$ cat src/rtl/mem2io_sram_if.sv
// CPU-side memory strobes and SRAM-side bus of the LC-3 memory/IO bridge.
// The master drives the CPU strobes and SRAM read-back; the slave is the bridge.
interface mem2io_sram_if #(
  parameter int unsigned ADDR_W = 20,
  parameter int unsigned DATA_W = 16
) ();
  logic              Mem_CE;
  logic              Mem_UB;
  logic              Mem_LB;
  logic              Mem_OE;
  logic              Mem_WE;
  logic [ADDR_W-1:0] ADDR;
  logic [DATA_W-1:0] Data_from_CPU;
  logic [DATA_W-1:0] Data_to_CPU;
  logic [ADDR_W-1:0] SRAM_ADDR;
  logic              SRAM_CE_N;
  logic              SRAM_OE_N;
  logic              SRAM_WE_N;
  logic              SRAM_UB_N;
  logic              SRAM_LB_N;
  logic [DATA_W-1:0] SRAM_DQ_in;
  logic [DATA_W-1:0] SRAM_DQ_out;
  logic              SRAM_DQ_oe;

  modport master (
    output Mem_CE, Mem_UB, Mem_LB, Mem_OE, Mem_WE, ADDR, Data_from_CPU, SRAM_DQ_in,
    input  Data_to_CPU, SRAM_ADDR, SRAM_CE_N, SRAM_OE_N, SRAM_WE_N, SRAM_UB_N,
           SRAM_LB_N, SRAM_DQ_out, SRAM_DQ_oe
  );

  modport slave (
    input  Mem_CE, Mem_UB, Mem_LB, Mem_OE, Mem_WE, ADDR, Data_from_CPU, SRAM_DQ_in,
    output Data_to_CPU, SRAM_ADDR, SRAM_CE_N, SRAM_OE_N, SRAM_WE_N, SRAM_UB_N,
           SRAM_LB_N, SRAM_DQ_out, SRAM_DQ_oe
  );
endinterface

$ cat src/rtl/mem2io_sram_ctrl.sv
// Bridges LC-3 active-low memory strobes to an async 1Mx16 SRAM; xFFFF maps to
// switches (read) and the hex-display register (write).
module mem2io_sram_ctrl #(
  parameter int unsigned       ADDR_W  = 20,
  parameter int unsigned       DATA_W  = 16,
  parameter logic [ADDR_W-1:0] IO_ADDR = ADDR_W'(20'h0FFFF)
) (
  input  logic                Clk,
  input  logic                Reset,
  mem2io_sram_if.slave        bus,
  input  logic [15:0]         Switches,
  output logic [15:0]         Hex_data
);

  typedef enum logic [1:0] {
    IDLE     = 2'd0,
    WR_PULSE = 2'd1,
    WR_HOLD  = 2'd2
  } state_t;

  state_t            state;
  state_t            state_nxt;
  logic              io;
  logic              wr_stb;
  logic              rd_stb;
  logic [DATA_W-1:0] rd_data;
  logic [ADDR_W-1:0] wr_addr;
  logic [DATA_W-1:0] wr_data;
  logic              wr_io;
  logic              oe_n;
  logic              we_n;
  logic              dq_oe;

  assign io     = (bus.ADDR == IO_ADDR);
  assign wr_stb = ~bus.Mem_CE & ~bus.Mem_WE;
  assign rd_stb = ~bus.Mem_CE & ~bus.Mem_OE & bus.Mem_WE;

  always_ff @(posedge Clk) begin
    if (Reset) state <= IDLE;
    else       state <= state_nxt;
  end

  // Next state and SRAM strobes; reset overrides every strobe to inactive.
  always_comb begin
    state_nxt = state;
    oe_n      = 1'b1;
    we_n      = 1'b1;
    dq_oe     = 1'b0;
    case (state)
      IDLE: begin
        oe_n  = ~(rd_stb & ~io);
        dq_oe = wr_stb & ~io;
        if (wr_stb) state_nxt = WR_PULSE;
      end
      WR_PULSE: begin
        we_n      = wr_io;
        dq_oe     = ~wr_io;
        state_nxt = wr_stb ? WR_HOLD : IDLE;
      end
      WR_HOLD: begin
        dq_oe = ~wr_io;
        if (!wr_stb) state_nxt = IDLE;
      end
      default: state_nxt = IDLE;
    endcase
    if (Reset) begin
      oe_n  = 1'b1;
      we_n  = 1'b1;
      dq_oe = 1'b0;
    end
  end

  // Read capture, write latch and hex-display register.
  always_ff @(posedge Clk) begin
    if (Reset) begin
      rd_data  <= '0;
      wr_addr  <= '0;
      wr_data  <= '0;
      wr_io    <= 1'b0;
      Hex_data <= '0;
    end else begin
      if (rd_stb) rd_data <= io ? DATA_W'(Switches) : bus.SRAM_DQ_in;
      if (state == IDLE && wr_stb) begin
        wr_addr <= bus.ADDR;
        wr_data <= bus.Data_from_CPU;
        wr_io   <= io;
      end
      if (state == WR_PULSE && wr_io) Hex_data <= 16'(wr_data);
    end
  end

  assign bus.Data_to_CPU = rd_data;
  assign bus.SRAM_CE_N   = bus.Mem_CE;
  assign bus.SRAM_UB_N   = bus.Mem_UB;
  assign bus.SRAM_LB_N   = bus.Mem_LB;
  assign bus.SRAM_OE_N   = oe_n;
  assign bus.SRAM_WE_N   = we_n;
  assign bus.SRAM_DQ_oe  = dq_oe;
  assign bus.SRAM_ADDR   = (state == IDLE) ? bus.ADDR : wr_addr;
  assign bus.SRAM_DQ_out = (state == IDLE) ? bus.Data_from_CPU : wr_data;

endmodule

$ cat src/flat_wrapper.sv
// flat-port wrapper written by rule: the top's interface ports become plain ports
module mem2io_sram_ctrl_flat 
#(
  parameter int unsigned       ADDR_W  = 20,
  parameter int unsigned       DATA_W  = 16,
  parameter logic [ADDR_W-1:0] IO_ADDR = ADDR_W'(20'h0FFFF)
)
  (Clk, Reset, Switches, Hex_data, bus_Mem_CE, bus_Mem_UB, bus_Mem_LB, bus_Mem_OE, bus_Mem_WE, bus_ADDR, bus_Data_from_CPU, bus_SRAM_DQ_in, bus_Data_to_CPU, bus_SRAM_ADDR, bus_SRAM_CE_N, bus_SRAM_OE_N, bus_SRAM_WE_N, bus_SRAM_UB_N, bus_SRAM_LB_N, bus_SRAM_DQ_out, bus_SRAM_DQ_oe);
  mem2io_sram_if #(.ADDR_W(ADDR_W), .DATA_W(DATA_W)) bus_i ();
  input  logic Clk;
  input  logic Reset;
  input  logic [15:0] Switches;
  output logic [15:0] Hex_data;
  input wire logic [$bits(bus_i.Mem_CE)-1:0] bus_Mem_CE;
  input wire logic [$bits(bus_i.Mem_UB)-1:0] bus_Mem_UB;
  input wire logic [$bits(bus_i.Mem_LB)-1:0] bus_Mem_LB;
  input wire logic [$bits(bus_i.Mem_OE)-1:0] bus_Mem_OE;
  input wire logic [$bits(bus_i.Mem_WE)-1:0] bus_Mem_WE;
  input wire logic [$bits(bus_i.ADDR)-1:0] bus_ADDR;
  input wire logic [$bits(bus_i.Data_from_CPU)-1:0] bus_Data_from_CPU;
  input wire logic [$bits(bus_i.SRAM_DQ_in)-1:0] bus_SRAM_DQ_in;
  output wire logic [$bits(bus_i.Data_to_CPU)-1:0] bus_Data_to_CPU;
  output wire logic [$bits(bus_i.SRAM_ADDR)-1:0] bus_SRAM_ADDR;
  output wire logic [$bits(bus_i.SRAM_CE_N)-1:0] bus_SRAM_CE_N;
  output wire logic [$bits(bus_i.SRAM_OE_N)-1:0] bus_SRAM_OE_N;
  output wire logic [$bits(bus_i.SRAM_WE_N)-1:0] bus_SRAM_WE_N;
  output wire logic [$bits(bus_i.SRAM_UB_N)-1:0] bus_SRAM_UB_N;
  output wire logic [$bits(bus_i.SRAM_LB_N)-1:0] bus_SRAM_LB_N;
  output wire logic [$bits(bus_i.SRAM_DQ_out)-1:0] bus_SRAM_DQ_out;
  output wire logic [$bits(bus_i.SRAM_DQ_oe)-1:0] bus_SRAM_DQ_oe;
  assign bus_i.Mem_CE = bus_Mem_CE;
  assign bus_i.Mem_UB = bus_Mem_UB;
  assign bus_i.Mem_LB = bus_Mem_LB;
  assign bus_i.Mem_OE = bus_Mem_OE;
  assign bus_i.Mem_WE = bus_Mem_WE;
  assign bus_i.ADDR = bus_ADDR;
  assign bus_i.Data_from_CPU = bus_Data_from_CPU;
  assign bus_i.SRAM_DQ_in = bus_SRAM_DQ_in;
  assign bus_Data_to_CPU = bus_i.Data_to_CPU;
  assign bus_SRAM_ADDR = bus_i.SRAM_ADDR;
  assign bus_SRAM_CE_N = bus_i.SRAM_CE_N;
  assign bus_SRAM_OE_N = bus_i.SRAM_OE_N;
  assign bus_SRAM_WE_N = bus_i.SRAM_WE_N;
  assign bus_SRAM_UB_N = bus_i.SRAM_UB_N;
  assign bus_SRAM_LB_N = bus_i.SRAM_LB_N;
  assign bus_SRAM_DQ_out = bus_i.SRAM_DQ_out;
  assign bus_SRAM_DQ_oe = bus_i.SRAM_DQ_oe;
  mem2io_sram_ctrl #(.ADDR_W(ADDR_W), .DATA_W(DATA_W), .IO_ADDR(IO_ADDR)) u_core (.Clk(Clk), .Reset(Reset), .bus(bus_i), .Switches(Switches), .Hex_data(Hex_data));
endmodule
$ cat config.mk
export PLATFORM = sky130hd
export DESIGN_NAME = mem2io_sram_ctrl_flat
export DESIGN_NICKNAME = d
export VERILOG_FILES = /design/src/rtl/mem2io_sram_if.sv /design/src/rtl/mem2io_sram_ctrl.sv /design/src/flat_wrapper.sv
export SDC_FILE = /design/constraint.sdc
export NUM_CORES = 1
export LEC_CHECK = 0
export BUFFER_PORTS_ARGS = -buffer_cell sky130_fd_sc_hd__buf_4
export CAP_MARGIN = 10
export CORE_UTILIZATION = 45
export DETAILED_ROUTE_END_ITERATION = 8
export PLACE_DENSITY = 0.77
export SYNTH_ARGS = -nofsm -noshare
export SYNTH_HDL_FRONTEND = slang
export SYNTH_SLANG_ARGS = --single-unit
$ cat constraint.sdc
create_clock -name Clk -period 2.9 [get_ports Clk]
set_input_delay 0 -clock Clk [delete_from_list [all_inputs] [get_ports Clk]]
set_output_delay 0 -clock Clk [all_outputs]
set_load 0.02 [all_outputs]
==> metrics.csv, run 1 <==
stage,metric,value,unit
timing,Slew @ Worst Pin,772,ps
critical_path,RR Startpoint,u_core.state[0],
critical_path,"Max FO, Critical Path",17,
logic_synthesis,ranking of synthesized cells by area,"dfxtp_1 (43%), mux2_2 (13%), nand2_1 (12%), a21oi_1 (8.1%), a311oi_1 (4.2%)",
floorplanning,I/O pin cnt,149,
clocking,"Reg clk slew, reported paths",70,ps
timing,setup TNS,0,ps
cells_and_area,Layout Nets,672,
timing,Setup Viol. Count Final,0,
timing,final hold slack,0.00882,ps
critical_path,Critical Path RT,3180,ps
logic_synthesis,leading area contributor after synthesis,dfxtp_1,
placed_design,Setup WS pre-CTS,1040,ps
cells_and_area,fill count,482,
floorplanning,die span in y,87.9,um
routing,post-route ant nets,0,
routing,post-DR vias/cell,5.31,
logic_synthesis,Cell variety after synth,34,
routing,Initial DRC Count,125,
clocking,clock buffer count from CTS,9,
timing,clk_skew,4.80,ps
clocking,CTS tree,done,
power_and_ir_drop,Pleak,2.19,nW
logic_synthesis,syn_nets,478,
cells_and_area,share of layout cells above drive strength 1,34.9,%
logic_synthesis,YS warnings,0,
placed_design,GPL Wtd Cong,0.783,
timing,RSZ-0062 raised after global routing,false,
critical_path,crit path capture type,flip-flop,
critical_path,CP max stage delay,600,ps
logic_synthesis,area share of the largest cell type after synthesis,42.8,%
critical_path,Critical-path top delay cell,dlygate4sd3_1,
critical_path,Buf/Inv on CP,3,
timing,fin crit share,95.2,%
power_and_ir_drop,PwrDens,473,nW/um^2
clocking,H-tree depth,3,
power_and_ir_drop,total power,2.50,mW
global_route,vias in the first global route,3605,
timing,Final WS setup,139,ps
clocking,clk_lat worst skew,330,ps
floorplanning,FP Rows,30,
logic_synthesis,Synth async-reset ratio,0,%
global_route,GR Overflow Total,0,
floorplanning,Die Wd,87.9,um
critical_path,CP top delay family,simple AND/OR/NAND/NOR gates,
floorplanning,initial core utilization,47.8,%
critical_path,WP data arrival,3040,ps
critical_path,critical path class,in -> reg,
logic_synthesis,"Seq/Total Area, Yosys",42.8,%
critical_path,CP most frequent cell,dlygate4sd3_1,
critical_path,Critical Path Start Type,input port,
clocking,clk sinks,71,
critical_path,worst setup path startpoint,bus_ADDR[16],
logic_synthesis,Yosys reg bits,71,
job,max_cap viols,0,
global_route,initial antenna violation count,1,
logic_synthesis,most instantiated cells after synthesis,"nand2_1 (107), dfxtp_1 (71), a21oi_1 (54)",
status,status,finished clean,
cells_and_area,synthesis-to-finish area growth,58.8,%
clocking,Clock Tree Buf Depth,2,
clocking,CTS root buf,clkbuf_8,
routing,drt pass-1 iters,4,
logic_synthesis,Netlist Area Pre-Place,3320,um^2
logic_synthesis,Post-Syn Area per Cell,8.32,um^2
placed_design,Detail Placement HPWL,6230,um
timing,min cycle time layout,2760,ps
global_route,first-pass GRT wire length,16900,um
global_route,largest net degree at the start of global routing,74,
placed_design,I/O Buffers,144,
clocking,post_cts resized,0,
global_route,gr usage total,28.4,%
timing,Max-slew headroom,48.5,%
worst_hold_path,HP Start,bus_Mem_UB,
logic_synthesis,cell with the most instances after synthesis,nand2_1,
routing,drt drc,0,
timing,Max Freq,362,MHz
routing,Routed WL per cell,15.4,um
logic_synthesis,Post-Synthesis Cells,399,
timing,Slew Limit Fails,0,
power_and_ir_drop,worst vdd ir,0.346,mV
timing,"Hold Violations, Final",0,
floorplanning,total core area,6940,um^2
worst_hold_path,worst min-delay path class,in -> out,
logic_synthesis,"Primary FF master, synth",dfxtp_1,
critical_path,CP cell instances,"dlygate4sd3_1, buf_4, or4b_4, nor3_4, nand3_1, a311oi_1, dlygate4sd3_1",
floorplanning,die area,7720,um^2
routing,total number of vias,3691,
logic_synthesis,Post-synth EDFFs,0,
routing,Routed WL,10700,um
==> metal layers <==
layer / vias to the layer above / part of all wire [%] / GRT usage (%)
li1: 1760 / - / -
met1: 1749 / 39 / 31.4
met2: 147 / 52 / 49.8
met3: 35 / 5.9 / 7.26
met4: 0 / 3.3 / 15.2
met5: - / 0 / 0
==> state kept, by name, indices dropped and copies added, names as in the netlist <==
register	cells
u_core.wr_addr	20
u_core.Hex_data	16
u_core.bus.Data_to_CPU	16
u_core.wr_data	16
u_core.state	2
u_core.wr_io	1
==> worst reg2reg max path: cells and delay by family, from the launching register on <==
kind | cells | cell delay (ps)
AND/OR/NAND/NOR | 2 | 550
buffers and inverters | 2 | 410
flip-flops | 1 | 340
adder cells (fa/ha/maj) | 1 | 220
AO/OA/AOI/OAI | 1 | 140
==> where the power goes <==
group,switching [mW],internal [mW],total (mW)
combinational,0.265,0.291,0.556
sequential,0.0233,1.01,1.04
clock,0.374,0.530,0.904
==> final timing paths <==
path	endpoint	slack, ps	cells past startpoint
min reg2reg	u_core.wr_addr[3]	450	2
max reg2reg	u_core.wr_data[5]	1170	6
max	u_core.bus.Data_to_CPU[1]	140	7
min	bus_SRAM_UB_N	0.009	0
==> layout make-up <==
cell class | count | area (um^2) | share of cell area [%]
well taps | 96 | 120 | 2.28
repair buffers | 218 | 1810 | 34.3
diodes | 1 | 2.50 | 0.0475
multi-input cells | 290 | 1680 | 31.8
flip-flops and latches | 71 | 1420 | 27.0
clock buffers | 11 | 151 | 2.87
clock inverters | 5 | 80.1 | 1.52
inverters | 3 | 11.3 | 0.214
==> layout by cell type (no fill, tap or decap), drive strengths merged, types with 3 or more instances in the layout <==
cell | synthesis | routed
dlygate4sd3 | 1 | 68
nand4 | 3 | 3
nor2 | 20 | 20
dfxtp | 71 | 71
ha | 4 | 4
o21ai | 17 | 17
a311oi | 16 | 16
inv | 3 | 3
buf | 10 | 150
mux2 | 37 | 37
a21oi | 54 | 54
nand2 | 107 | 107
clkbuf | 21 | 11
nand3 | 17 | 17
==> stage by stage <==
stage	utilization [%]	cells	cell area (um^2)
finish	75.9	695	5270
global route	75.9	695	5270
CTS	75.9	694	5270
detailed placement	62.7	610	4360
global placement	62.7	610	4360
floorplan	-	399	3320
==> cell families (layout without fill, tap and decap cells) <==
kind of cell | Yosys count | count (layout) | synth area share, %
mux | 37 | 37 | 12.6
fa+ha+maj | 4 | 4 | 1.51
compound gates | 91 | 91 | 16.0
buf+inv | 38 | 237 | 6.90
flops | 71 | 71 | 42.8
simple gates | 158 | 158 | 20.2
other cells | 0 | 1 | 0
==> repair_timing <==
| item | 4_1_cts | 5_1_grt |
|---|---|---|
| buffers inserted | 0 | 0 |
| hold buffers | 68 | 0 |
| hold endpoints to repair | 52 | 0 |
No activity file was read; power rests on OpenSTA's default activity.
==> inputs of run 2 (changes only) <==
--- a/config.mk
+++ b/config.mk
@@ -7,7 +7,7 @@
 export LEC_CHECK = 0
 export BUFFER_PORTS_ARGS = -buffer_cell sky130_fd_sc_hd__buf_4
 export CAP_MARGIN = 10
-export CORE_UTILIZATION = 45
+export CORE_UTILIZATION = 43
 export DETAILED_ROUTE_END_ITERATION = 8
 export PLACE_DENSITY = 0.77
 export SYNTH_ARGS = -nofsm -noshare
==> constraint.sdc (replaced) <==
create_clock -name Clk -period 2.42 [get_ports Clk]
set_input_delay 0 -clock Clk [delete_from_list [all_inputs] [get_ports Clk]]
set_output_delay 0 -clock Clk [all_outputs]
set_load 0.02 [all_outputs]
==> metrics.csv, run 2 (same netlist as run 1, synthesis figures left out) <==
stage,metric,value,unit,change
cells_and_area,register with the most flip-flops,u_core.wr_addr,,
critical_path,WP data arrival,2220,ps,-820 ps
clocking,CTS root buf,clkbuf_8,,
critical_path,critical path class,reg -> out,,
routing,Routed WL per cell,15.0,um,-2.6%
cells_and_area,"commonest non-fill, non-tap cell in the layout",buf_4,,
timing,setup TNS,0,ps,unchanged
cells_and_area,"Design Area, Final",5260,um^2,-0.26%
critical_path,CP top delay family,buffers and inverters,,
status,status,finished clean,,
routing,Routed WL,10500,um,-2.1%
critical_path,Critical Path RT,2420,ps,-760 ps
power_and_ir_drop,Clock Power Share,33.2,%,-3.0 points
clocking,clk sinks,71,,unchanged
floorplanning,die span in y,89.9,um,+2.2%
placed_design,Placed Area,4370,um^2,+0.43%
clocking,clock buffer count from CTS,9,,unchanged
timing,min cycle time layout,2220,ps,
cells_and_area,fill count,587,,+22%
global_route,first-pass GRT wire length,17200,um,+1.9%
timing,Slew Limit Fails,0,,unchanged
power_and_ir_drop,sequential share of power,43.4,%,+1.9 points
clocking,CTS tree,done,,
worst_hold_path,worst min-delay path class,in -> out,,
cells_and_area,Layout Nets,674,,+0.30%
floorplanning,initial core utilization,45.0,%,-2.8 points
placed_design,Setup WS pre-CTS,556,ps,-486 ps
routing,post-route ant nets,0,,unchanged
critical_path,Critical Path Start Type,flip-flop,,
timing,Max-slew headroom,55.7,%,+7.2 points
floorplanning,total core area,7370,um^2,+6.1%
routing,post-DR vias/cell,5.23,,-1.5%
cells_and_area,area taken by multi-input logic gates,1680,um^2,+0.30%
timing,"Hold Violations, Final",0,,unchanged
timing,RSZ-0062 raised after global routing,false,,
clocking,Clock Tree Buf Depth,2,,unchanged
global_route,gr usage total,26.0,%,-2.3 points
floorplanning,I/O pin cnt,149,,unchanged
floorplanning,Die Wd,89.9,um,+2.2%
cells_and_area,register area,1420,um^2,unchanged
timing,clk_skew,9.40,ps,+4.60 ps
timing,Slew @ Worst Pin,662,ps,-110 ps
power_and_ir_drop,Pleak,2.15,nW,-1.9%
placed_design,I/O Buffers,144,,unchanged
routing,Initial DRC Count,174,,+39%
global_route,largest net degree at the start of global routing,55,,-26%
global_route,vias in the first global route,3641,,+1.0%
critical_path,CP most frequent cell,buf_4,,
clocking,"Reg clk slew, reported paths",80,ps,about the same
routing,total number of vias,3655,,-0.98%
power_and_ir_drop,worst vdd ir,0.349,mV,+0.65%
timing,Setup Viol. Count Final,0,,unchanged
timing,Final WS setup,203,ps,+63.8 ps
power_and_ir_drop,Int Pwr,2.04,mW,+11%
floorplanning,FP Rows,31,,+3.3%
cells_and_area,share of layout cells above drive strength 1,35.3,%,+0.38 points
critical_path,CP cell instances,"inv_1, ha_2, buf_4, mux2_2, buf_4",,
critical_path,crit path capture type,output port,,
global_route,GR Overflow Total,0,,unchanged
power_and_ir_drop,sw frac,28.5,%,+1.9 points
clocking,"Setup Fix Bufs, Post-CTS",0,,unchanged
critical_path,Buf/Inv on CP,3,,unchanged
cells_and_area,# diodes,0,,-1
job,max_cap viols,0,,unchanged
global_route,initial antenna violation count,0,,-1
cells_and_area,max FFs per register,20,,unchanged
floorplanning,die area,8070,um^2,+4.5%
critical_path,CP max stage delay,510,ps,-90 ps
timing,Max Freq,451,MHz,
clocking,H-tree depth,3,,unchanged
critical_path,"Max FO, Critical Path",22,,+5
cells_and_area,"commonest non-fill, non-tap cells in the layout","buf_4 (152), nand2_1 (107), dfxtp_1 (71)",,
placed_design,Detail Placement HPWL,6440,um,+3.4%
power_and_ir_drop,Comb pwr share,23.4,%,+1.1 points
routing,drt pass-1 iters,4,,unchanged
cells_and_area,synthesis-to-finish area growth,58.3,%,
critical_path,Critical-path top delay cell,ha_2,,
power_and_ir_drop,PwrDens,544,nW/um^2,+15%
clocking,clk_lat worst skew,340,ps,about the same
timing,fin crit share,91.6,%,
placed_design,GPL Wtd Cong,0.785,,+0.31%
routing,drt drc,0,,unchanged
power_and_ir_drop,Sw Pwr,0.814,mW,+23%
## run 2: through the flow
step / instances / total power [mW] / hold WS (ps) / utilization, %
2_1_floorplan: 399 / 1.58 / 113 / -
3_3_place_gp: 615 / 1.83 / 0.149 / 59.4
3_5_place_dp: 615 / 1.84 / 0.149 / 59.4
4_1_cts: 699 / 2.87 / 0.149 / 71.3
5_1_grt: 699 / 2.99 / 0.148 / 71.3
6_report: 699 / 2.86 / 0.0593 / 71.3
## run 2: layer usage
metal / routed length, um / GRT usage, %
met5: 0 / 0
met2: 5390 / 46.7
met4: 176 / 9.68
met3: 614 / 5.84
met1: 4290 / 30.2
## run 2: path summary, 6_finish.rpt
| path | slack (ps) | cells past startpoint | startpoint | endpoint |
|---|---|---|---|---|
| setup reg to reg | 630 | 6 | u_core.state[1] | u_core.wr_data[1] |
| hold reg to reg | 460 | 2 | u_core.wr_addr[7] | u_core.wr_addr[7] |
| hold / removal | 0.06 | 0 | bus_Mem_UB | bus_SRAM_UB_N |
| setup / recovery | 200 | 5 | u_core.state[1] | bus_SRAM_DQ_out[11] |
## run 2: final cells by class
| cell class | instances | area share [%] |
|---|---|---|
| flip-flops and latches | 71 | 27.0 |
| inverters | 3 | 0.214 |
| well taps | 99 | 2.36 |
| clock inverters | 7 | 1.38 |
| clock buffers | 9 | 2.36 |
| multi-input cells | 290 | 32.0 |
| repair buffers | 220 | 34.7 |
## run 2: what timing repair did
action                                  CTS  global route
endpoints found under the setup margin    0             2
resized for setup                         0             1
hold buffers                             68             0
endpoints found under the hold margin    52             0
## run 2: power groups by stage
| stage | Sequential, mW | Clock (mW) | Combinational, mW |
|---|---|---|---|
| finish | 1.24 | 0.948 | 0.670 |
| global route | 1.25 | 1.03 | 0.715 |
| CTS | 1.24 | 0.967 | 0.663 |
| detailed placement | 1.27 | 0 | 0.573 |
| global placement | 1.26 | 0 | 0.565 |
| floorplan | 1.28 | 0 | 0.308 |
==> inputs of run 3 (changes only) <==
--- a/config.mk
+++ b/config.mk
@@ -10,6 +10,7 @@
 export CORE_UTILIZATION = 43
 export DETAILED_ROUTE_END_ITERATION = 8
 export PLACE_DENSITY = 0.77
+export REMOVE_ABC_BUFFERS = 1
 export SYNTH_ARGS = -nofsm -noshare
 export SYNTH_HDL_FRONTEND = slang
 export SYNTH_SLANG_ARGS = --single-unit
==> metrics.csv, run 3 (same netlist as run 1, synthesis figures left out) <==
stage,metric,value,unit,change
status,status,finished clean,,
routing,Routed WL per cell,15.1,um,+1.1%
routing,Initial DRC Count,141,,-19%
floorplanning,I/O pin cnt,149,,unchanged
critical_path,worst setup path startpoint,bus_ADDR[17],,
power_and_ir_drop,worst vdd ir,0.350,mV,+0.33%
clocking,"Setup Fix Bufs, Post-CTS",0,,unchanged
critical_path,critical path class,in -> out,,
floorplanning,die span in y,89.9,um,unchanged
cells_and_area,"commonest non-fill, non-tap cell in the layout",buf_4,,
routing,drt pass-1 iters,4,,unchanged
clocking,CTS tree,done,,
routing,drt drc,0,,unchanged
clocking,Clock Tree Buf Depth,2,,unchanged
clocking,CTS root buf,clkbuf_8,,
placed_design,Placed Area,4380,um^2,+0.11%
job,max_cap viols,0,,unchanged
cells_and_area,register with the most flip-flops,u_core.wr_addr,,
cells_and_area,# diodes,0,,unchanged
critical_path,crit path capture type,output port,,
critical_path,Critical Path RT,2420,ps,about the same
placed_design,Detail Placement HPWL,6140,um,-4.7%
clocking,H-tree depth,3,,unchanged
power_and_ir_drop,Pleak,2.16,nW,+0.29%
cells_and_area,max FFs per register,20,,unchanged
critical_path,Buf/Inv on CP,3,,unchanged
cells_and_area,"Design Area, Final",5260,um^2,+0.12%
global_route,largest net degree at the start of global routing,74,,+35%
timing,Slew @ Worst Pin,792,ps,+130 ps
timing,min cycle time layout,2180,ps,-38.0 ps
timing,Max-slew headroom,47.2,%,-8.5 points
timing,clk_skew,3.20,ps,-6.20 ps
clocking,clk_lat worst skew,340,ps,about the same
critical_path,RR Startpoint,u_core.state[0],,
timing,RSZ-0062 raised after global routing,false,,
cells_and_area,fill count,558,,-4.9%
floorplanning,total core area,7370,um^2,unchanged
routing,post-DR vias/cell,5.18,,-1.0%
critical_path,Critical-path top delay cell,dlygate4sd3_1,,
critical_path,CP most frequent cell,buf_4,,
critical_path,WP data arrival,2180,ps,-40 ps
cells_and_area,area taken by multi-input logic gates,1680,um^2,unchanged
cells_and_area,Layout Nets,673,,-0.15%
global_route,vias in the first global route,3554,,-2.4%
global_route,gr usage total,25.6,%,-0.40 points
placed_design,I/O Buffers,144,,unchanged
critical_path,Critical Path Start Type,input port,,
floorplanning,Die Wd,89.9,um,unchanged
power_and_ir_drop,total power,2.88,mW,+0.73%
worst_hold_path,worst min-delay path class,in -> out,,
critical_path,CP cell instances,"dlygate4sd3_1, buf_4, or4b_4, or3_4, o21ai_1, a211oi_1, buf_4",,
floorplanning,FP Rows,31,,unchanged
cells_and_area,register area,1420,um^2,unchanged
floorplanning,die area,8070,um^2,unchanged
timing,Slew Limit Fails,0,,unchanged
routing,post-route ant nets,0,,unchanged
timing,Max Freq,459,MHz,+1.7%
critical_path,CP max stage delay,540,ps,+30 ps
global_route,initial antenna violation count,0,,unchanged
routing,Routed WL,10600,um,+0.99%
power_and_ir_drop,PwrDens,547,nW/um^2,+0.61%
routing,total number of vias,3613,,-1.1%
global_route,first-pass GRT wire length,16700,um,-2.7%
cells_and_area,synthesis-to-finish area growth,58.5,%,
clocking,clock buffer count from CTS,9,,unchanged
critical_path,"Max FO, Critical Path",18,,-18%
critical_path,reg2reg path depth,6,,unchanged
clocking,clk sinks,71,,unchanged
floorplanning,initial core utilization,45.0,%,unchanged
timing,Final WS setup,241,ps,+38.0 ps
placed_design,GPL Wtd Cong,0.799,,+1.8%
cells_and_area,"commonest non-fill, non-tap cells in the layout","buf_4 (150), nand2_1 (107), dfxtp_1 (71)",,
timing,Setup Viol. Count Final,0,,unchanged
critical_path,cell depth of the worst setup path,7,,+2
placed_design,Setup WS pre-CTS,543,ps,-12.2 ps
critical_path,CP top delay family,simple AND/OR/NAND/NOR gates,,
worst_hold_path,Min-Delay Path Depth,0,,unchanged
global_route,GR Overflow Total,0,,unchanged
timing,fin crit share,90.0,%,-1.6 points
critical_path,r2r setup slk,800,ps,+170 ps
cells_and_area,share of layout cells above drive strength 1,35.1,%,-0.27 points
worst_hold_path,HP Start,bus_Mem_LB,,
timing,setup TNS,0,ps,unchanged
timing,"Hold Violations, Final",0,,unchanged
==> run 3: report_power, final <==
part           switching, mW  leakage [nW]  total (mW)  internal (mW)
sequential            0.0268         0.578        1.24           1.21
combinational          0.320          1.48       0.674          0.354
clock                  0.459        0.0997       0.965          0.505
total                  0.806          2.16        2.88           2.07
==> run 3: worst paths after layout <==
path,end
worst min-delay path,bus_SRAM_LB_N
worst min register to register,u_core.wr_addr[11]
worst max-delay path,bus_SRAM_DQ_oe
worst max register to register,u_core.wr_addr[7]
==> run 3: layout make-up <==
type / count / area share [%]
clock buffer: 11 / 2.69
clock inverter: 5 / 1.07
inverter: 3 / 0.214
multi-input combinational: 290 / 32.0
sequential: 71 / 27.0
tap: 99 / 2.35
timing repair buffer: 219 / 34.7
==> run 3: metrics by stage <==
step | util, % | hold slack [ps] | instances
final | 71.4 | 0.168 | 698
after global routing | 71.4 | 0.117 | 698
after CTS | 71.3 | 0.149 | 698
after detailed placement | 59.4 | 0.149 | 614
after global placement | 59.4 | 0.149 | 614
after floorplan | - | 0 | 364
==> run 3: routing by layer <==
layer / global-route usage (%) / vias to the layer above / part of all wire (%)
li1: - / 1761 / -
met1: 29.0 / 1663 / 41
met2: 46.0 / 160 / 50
met3: 5.25 / 29 / 6.3
met4: 12.2 / 0 / 2.7
met5: 0 / - / 0
==> run 3: repair_timing <==
item,in CTS,in global routing
hold buffers,68,0
endpoints found under the hold margin,52,0
setup endpoints to repair,0,2
resized for setup,0,1
